## src/rtl/vrf_pkg.sv

```systemverilog
// Shared types and constants for the vector register-file read path.
package vrf_pkg;

   localparam int unsigned VRF_DATA_WIDTH = 64;
   localparam int unsigned BEAT_BYTES     = VRF_DATA_WIDTH / 8;

   typedef enum logic [1:0] {
      SEW8  = 2'd0,
      SEW16 = 2'd1,
      SEW32 = 2'd2,
      SEW64 = 2'd3
   } sew_e;

   typedef enum logic {
      RD_IDLE = 1'b0,
      RD_BUSY = 1'b1
   } rd_state_e;

   // 'end' is a keyword, so the group-end marker is called stop.
   typedef struct packed {
      logic                  valid;
      logic                  start;
      logic                  stop;
      logic [BEAT_BYTES-1:0] be;
   } beat_side_t;

endpackage

```

## src/rtl/vrf_tail_mask.sv

```systemverilog
// Per-beat byte enables from the remaining byte count of a group.
module vrf_tail_mask #(
   parameter int unsigned DATA_WIDTH = 64,
   parameter int unsigned BL_WIDTH   = 18
) (
   input  logic [BL_WIDTH-1:0]     bytes_left,
   input  logic                    whole_reg,
   output logic [DATA_WIDTH/8-1:0] be
);

   // Byte i is live while more than i bytes remain; equals (1<<n)-1 saturated to all-ones.
   always_comb begin
      be = '0;
      for (int unsigned i = 0; i < DATA_WIDTH / 8; i++) begin
         be[i] = whole_reg | (bytes_left > BL_WIDTH'(i));
      end
   end

endmodule

```

## src/rtl/vrf_read_stage.sv

```systemverilog
// Vector register-file read stage: issues reads from the address-generator stream and
// returns a two-stage registered operand-beat stream with aligned markers and tail byte-enables.
module vrf_read_stage
   import vrf_pkg::*;
#(
   parameter int unsigned VLEN       = 16384,
   parameter int unsigned DATA_WIDTH = 64,
   parameter int unsigned ADDR_WIDTH = 5,
   parameter int unsigned OFF_WIDTH  = 8,
   parameter int unsigned VL_WIDTH   = $clog2(VLEN) + 1
) (
   input  logic                            clk,
   input  logic                            rst_n,
   input  logic                            in_valid,
   input  logic [ADDR_WIDTH-1:0]           in_addr,
   input  logic [OFF_WIDTH-1:0]            in_off,
   input  logic                            in_start,
   input  logic                            in_end,
   input  logic [1:0]                      in_sew,
   input  logic [VL_WIDTH-1:0]             in_vl,
   input  logic                            in_whole_reg,
   output logic                            rf_rd_en,
   output logic [ADDR_WIDTH+OFF_WIDTH-1:0] rf_rd_addr,
   input  logic [DATA_WIDTH-1:0]           rf_rd_data,
   output logic                            out_valid,
   output logic [DATA_WIDTH-1:0]           out_data,
   output logic [DATA_WIDTH/8-1:0]         out_be,
   output logic                            out_start,
   output logic                            out_end,
   output logic                            err,
   input  logic                            err_clr
);

   localparam int unsigned BL_WIDTH = VL_WIDTH + 3;
   localparam logic [BL_WIDTH-1:0] BEAT_BL = BL_WIDTH'(DATA_WIDTH / 8);

   rd_state_e               state_q, state_d;
   logic [BL_WIDTH-1:0]     bytes_left_q, bytes_left_d;
   logic                    whole_reg_q, whole_reg_d;
   logic                    err_q, err_d;
   beat_side_t              s1_q, s1_d;
   beat_side_t              s2_q, s2_d;
   logic [DATA_WIDTH-1:0]   data_q, data_d;

   sew_e                    sew;
   logic [BL_WIDTH-1:0]     vl_ext;
   logic [BL_WIDTH-1:0]     bytes_init;
   logic [BL_WIDTH-1:0]     bytes_cur;
   logic                    whole_cur;
   logic                    accepted;
   logic                    load;
   logic                    proto_err;
   logic [DATA_WIDTH/8-1:0] be_cur;

   always_comb begin
      sew        = sew_e'(in_sew);
      vl_ext     = BL_WIDTH'(in_vl);
      bytes_init = vl_ext;
      case (sew)
         SEW8:    bytes_init = vl_ext;
         SEW16:   bytes_init = vl_ext << 1;
         SEW32:   bytes_init = vl_ext << 2;
         default: bytes_init = vl_ext << 3;
      endcase

      accepted  = 1'b0;
      proto_err = 1'b0;
      state_d   = state_q;
      case (state_q)
         RD_IDLE: begin
            if (in_valid) begin
               accepted  = in_start;
               proto_err = ~in_start;
            end
         end
         default: begin
            // A start while busy abandons the open group and opens the new one.
            if (in_valid) begin
               accepted  = 1'b1;
               proto_err = in_start;
            end
         end
      endcase
      if (accepted) begin
         state_d = in_end ? RD_IDLE : RD_BUSY;
      end

      // The start beat is masked with the freshly loaded count, not the stale register.
      load      = accepted & in_start;
      bytes_cur = load ? bytes_init : bytes_left_q;
      whole_cur = load ? in_whole_reg : whole_reg_q;

      bytes_left_d = bytes_left_q;
      whole_reg_d  = whole_reg_q;
      if (accepted) begin
         bytes_left_d = (bytes_cur > BEAT_BL) ? (bytes_cur - BEAT_BL) : '0;
         whole_reg_d  = whole_cur;
      end

      err_d = (err_q & ~err_clr) | proto_err;
   end

   vrf_tail_mask #(
      .DATA_WIDTH (DATA_WIDTH),
      .BL_WIDTH   (BL_WIDTH)
   ) u_tail_mask (
      .bytes_left (bytes_cur),
      .whole_reg  (whole_cur),
      .be         (be_cur)
   );

   always_comb begin
      s1_d = '0;
      if (accepted) begin
         s1_d.valid = 1'b1;
         s1_d.start = in_start;
         s1_d.stop  = in_end;
         s1_d.be    = be_cur;
      end
      s2_d   = s1_q;
      data_d = s1_q.valid ? rf_rd_data : '0;
   end

   always_ff @(posedge clk or negedge rst_n) begin
      if (!rst_n) begin
         state_q      <= RD_IDLE;
         bytes_left_q <= '0;
         whole_reg_q  <= 1'b0;
         err_q        <= 1'b0;
         s1_q         <= '0;
         s2_q         <= '0;
         data_q       <= '0;
      end else begin
         state_q      <= state_d;
         bytes_left_q <= bytes_left_d;
         whole_reg_q  <= whole_reg_d;
         err_q        <= err_d;
         s1_q         <= s1_d;
         s2_q         <= s2_d;
         data_q       <= data_d;
      end
   end

   assign rf_rd_en   = accepted;
   assign rf_rd_addr = {in_addr, in_off};
   assign out_valid  = s2_q.valid;
   assign out_data   = data_q;
   assign out_be     = s2_q.be;
   assign out_start  = s2_q.start;
   assign out_end    = s2_q.stop;
   assign err        = err_q;

endmodule

```

## config.mk

```make
export PLATFORM = sky130hd
export DESIGN_NAME = vrf_read_stage
export DESIGN_NICKNAME = d
export VERILOG_FILES = /design/src/rtl/vrf_pkg.sv /design/src/rtl/vrf_tail_mask.sv /design/src/rtl/vrf_read_stage.sv
export SDC_FILE = /design/constraint.sdc
export NUM_CORES = 1
export LEC_CHECK = 0
export ABC_AREA = 1
export CAP_MARGIN = 20
export CORE_ASPECT_RATIO = 0.8
export CORE_UTILIZATION = 48
export CTS_CLUSTER_DIAMETER = 40
export DETAILED_ROUTE_END_ITERATION = 6
export PLACE_DENSITY = 0.86
export SLEW_MARGIN = 25
export SYNTH_ARGS = -nofsm -noshare
export SYNTH_HDL_FRONTEND = slang
export SYNTH_SLANG_ARGS = --single-unit
```

## constraint.sdc

```tcl
create_clock -name clk -period 2.6 [get_ports clk]
set_input_delay 0.26 -clock clk [delete_from_list [all_inputs] [get_ports clk]]
set_output_delay 0.26 -clock clk [all_outputs]
set_load 0.05 [all_outputs]
```

---- Word-level counts from Yosys, hierarchy flattened ----
Cells that the tools add are included.
operators by class
  reduce and logical (&&, ||, !) cells .... 1
  multiplexer cells ....................... 12
  $add $sub $neg .......................... 1
  magnitude comparators ................... 9
  equal/unequal tests ..................... 2
  bitwise operators ....................... 13
operators by type and width
  operator                 number
  $gt A18 B3 Y1 const B    4
  $mux W64                 1
  $pmux W18 S3             1
  $gt A18 B1 Y1 const B    2
  $gt A18 B2 Y1 const B    2
  $mux W18                 2
  $gt A18 B4 Y1 const B    1
  $sub A18 B4 Y18 const B  1
  $mux W11                 1
  $or A1 B1 Y1             9
  $mux W1                  7
  $and A1 B1 Y1            2
  $eq A2 B1 Y1 const B     1
  $eq A2 B2 Y1 const B     1
  $logic_not A2 Y1         1
  $not A1 Y1               2
storage, ports and cells
  word-level logic and storage cells ...... 51
  register bits after elaboration ......... 107
  bits of input ports ..................... 101
  output and inout bits ................... 90

---- Longest topological paths before layout ----
  word-level depth ........................ 7
  gate-level depth with buffers ........... 17
  mapped depth without buffers ............ 17

---- By module ----
From an unflattened synthesis, not the netlist that was laid out.
unflattened totals
  cell total of the unflattened synthesis .. 645
  area total of the unflattened synthesis .. 5325.1 µm²
modules (own cells, without submodules)
  module          instances  area an instance (µm²)  cells each
  vrf_read_stage  1          5087.4                  594
  vrf_tail_mask   1          237.7                   51

---- Worst setup path before layout ----
No wires, ideal clock.
  path type ............................... input-to-reg
  from .................................... in in_sew[0]
  to ...................................... reg bytes_left_q[13]
  data required time ...................... 2482 ps
  path buffers ............................ 0
  data arrival time ....................... 1736 ps
  slack ................................... 746 ps
  cell stages on the path ................. 15
  path through ............................ nand2_2 inv_2 nor2_4 inv_2 nor2_1 nor2_2 inv_2 ha_1 nand3_1 nor2_4 nand2_1 o21bai_1 nand2_1 nand3_1 nand2_1
between the ends
  word-level cells in the longest chain between the ends .. 5
  elaborated cells on any way between the ends .. 8
  those cells by class .................... add/sub: 1; order compare: 1; eq/ne: 2; mux: 3; reduce/logical: 1
RTL lines
  item                                                     RTL line               RTL
  from (decl)                                              vrf_read_stage.sv:19   input logic [1:0] in_sew,
  $eq A2 B2 Y1 (tied with other cells)                     vrf_read_stage.sv:59   case (sew)
  $pmux W18 S3 *                                           vrf_read_stage.sv:59
  $mux W18 *                                               vrf_read_stage.sv:90   bytes_cur = load ? bytes_init : bytes_left_q;
  $sub A18 B4 Y18 / $gt A18 B4 Y1 (equally long branches)  vrf_read_stage.sv:96   bytes_left_d = (bytes_cur > BEAT_BL) ? (bytes_cur - BEAT_BL) : '0;
  $mux W18 *                                               vrf_read_stage.sv:96
  to (signal assigned)                                     vrf_read_stage.sv:135  bytes_left_q <= bytes_left_d;
  to (decl)                                                vrf_read_stage.sv:38   logic [BL_WIDTH-1:0] bytes_left_q, bytes_left_d;
Every way passes the cells marked *; elsewhere a longest branch is shown, timed or not.
A chain may end at the register's enable or synchronous reset.

==> results.toml <==
[placement]
place.port_buffers = 164
pre_cts_ws_ns = 0.000720
hpwl_um = 10400
gp_congestion = 0.909

[yosys]
ys_seq_area_share_pct = 51.9
netlist_area_sq_mm = 0.00516
ys_ff_latch = 107
synth_top_area_cell = "dfrtp_1"
synth_cell_types = 35
yosys.area.top_type_share_pct = 51.9
netlist_instances = 619
synthFlopType = "dfrtp_1"
syn_nets = 722
async_flop_share_pct = 100
synth_area_leaders = "dfrtp_1 (52%), nand2_1 (11%), inv_1 (6.9%), nand3_1 (5.8%), nor2_1 (4.3%)"
avgSynthCellArea_sq_um = 8.33
synth_edf_count = 0
synth_warnings = 0

[cts]
cts_tree = "built"
cts_htree_levels = 3
cts_buffers = 9
clk-insertion-delay-late_ns = 0.34
clockBufferDepth = 2
root_buffer = "clkbuf_16"
cts_resized = 0
post_cts_buffers = 0
clkSinkCount = 107
clk_pin_slew_ns = 0.08

[routing]
wl_um = 13600
drtPass1Iterations = 6
drt_iter0_markers = 444
final_antenna_net_count = 0
vias = 4566
via_per_inst = 4.93
wl_per_cell_um = 14.6
drcViolationCount = 0

[sta]
maxSlewViolCount = 0
finalSetupTns_ns = 0
relSlewSlack_pct = 56.1
post-route-min-period_ns = 2.31
rsz0062_at_grt = "false"
finalSetupViolCount = 0
tightestPinTransition_ns = 0.659
fin_ws_ns = 0.290
fmax_ghz = 0.433
skew_ns = 0.0136
period_share_pct = 88.8
hold_viol = 0

[critical_path]
crit_path_end_kind = "flip-flop"
cp.arrival_ns = 2.55
critPathLaunchType = "input port"
rr_startpoint = "bytes_left_q[3]"
path_max_fanout = 11
worstSetupPathType = "input port to flip-flop"
cp.required_ns = 2.84
rr_endpoint = "bytes_left_q[13]"
rr_worst_depth = 11
rrSetupSlack_ns = 0.67

[die]
row_count = 33
start_util_pct = 49.8
coreArea_sq_mm = 0.0104
dieHeight_um = 94.7
die-width_um = 118
pin_count = 191
dieArea_sq_mm = 0.0112

[finish]
drive_gt1_share_pct = 11.3
layout_common_cells = "clkdlybuf4s50_1 (162), nand2_1 (156), dfrtp_1 (106)"
nets = 885
area_delta_synth_final_pct = 40.6
diodes = 0
layout_commonest_cell = "clkdlybuf4s50_1"

[run]
drv_cap = 0

[grt]
grt_pass1_wl_um = 21300
antenna_found_initial = 0
grt_overflow = 0
grt_pass1_vias = 4299
grt_max_degree = 66
grt_use_total_pct = 24.5

[status]
status = "finished clean"

[power_and_ir_drop]
power.leakage_uw = 0.00379
cellPowerDensity_mw_per_mm2 = 692
ir_drop_mv = 0.353

[worst_hold_path]
whs_endpoint = "out_be[1]"
whs_path_depth = 0
worstHoldStart = "s1_q[1]"
hp-class = "flip-flop to flip-flop"
==> worst max-delay path by stage <==
stage,startpoint,to,slack [ns],depth (start not counted)
finish,in_sew[0],s1_q[6],0.29,16
global route,in_sew[0],s1_q[6],0.12,16
floorplan,in_sew[0],bytes_left_q[13],0.75,15
detailed placement,in_sew[1],bytes_left_q[13],0.0007,17
CTS,in_start,s1_q[6],0.35,15
global placement,in_sew[1],bytes_left_q[13],0.09,17
==> through the flow <==
step           std cells  hold WS [ns]  total power (uW)  cell area (sq um)  utilization [%]
2_1_floorplan        619       -0.0356              3070               5160                -
3_3_place_gp         910         0.332              3570               6920             66.8
3_5_place_dp         910         0.335              3610               6920             66.8
4_1_cts              927         0.351              5040               7250             69.9
5_1_grt              927         0.360              5260               7250             70.0
6_report             927         0.349              5020               7250             70.0
==> cell families after synthesis <==
| group | count (synthesis) | synth area share (%) |
|---|---|---|
| flops | 107 | 51.9 |
| xor+xnor | 8 | 1.36 |
| compound gates | 41 | 4.88 |
| fa+ha+maj | 2 | 0.485 |
| simple gates | 322 | 29.1 |
| buf+inv | 139 | 12.2 |
==> repair_timing <==
action / CTS / global route
endpoints found under the hold margin: 51 / 0
hold buffers: 1 / 0
endpoints found under the setup margin: 0 / 0
==> per-layer routing <==
layer  share of wire, %  global-route usage [%]  routed length, um  up-vias
li1                   -                       -                  -     2200
met5                  0                       0                  0        -
met2                 51                    42.8               6960      182
met4                1.6                    7.59                211        0
met3                6.1                    4.35                829       22
met1                 41                    31.2               5570     2162
==> worst max-delay path: stages <==
cell,delay [ns]
clkdlybuf4s50_1,0.52
buf_4,0.20
inv_2,0.07
buf_4,0.18
nand3_1,0.08
nand4_1,0.11
nand2_1,0.18
nand2_1,0.12
inv_1,0.07
nand2_1,0.06
nor2_1,0.28
nand2_1,0.14
nand2_1,0.09
nand3_1,0.08
nand2_1,0.07
inv_1,0.04
==> registers in the layout (all words and copies together), names as in the netlist <==
signal	count
out_valid	1
out_data	64
bytes_left_q	18
state_q	1
out_start	1
out_end	1
out_be	8
err	1
whole_reg_q	1
s1_q	11
==> cell usage after synthesis, drive strengths merged (2+ instances only) <==
library cell and instances:
dfrtp 107, xor2 3, a21oi 14, inv 105, o21bai 10, buf 27
o21ai 13, a21boi 2, nor2 73, nand4 9, nand2 174, clkbuf 6
ha 2, xnor2 5, nand3 65
==> area by class of cell <==
| cell class | instances | area, sq um |
|---|---|---|
| fill | 749 | 3110 |
| sequential | 107 | 2680 |
| multi-input combinational | 373 | 1850 |
| timing repair buffer | 185 | 1820 |
| inverter | 106 | 403 |
| clock buffer | 10 | 239 |
| tap | 140 | 175 |
| clock inverter | 6 | 81.3 |
==> power breakdown <==
group          switching (uW)  total, uW  internal, uW
sequential                110       1960          1850
clock                     627       1420           794
combinational            1020       1630           610
total                    1760       5020          3250
No activity file was read; power rests on OpenSTA's default activity.
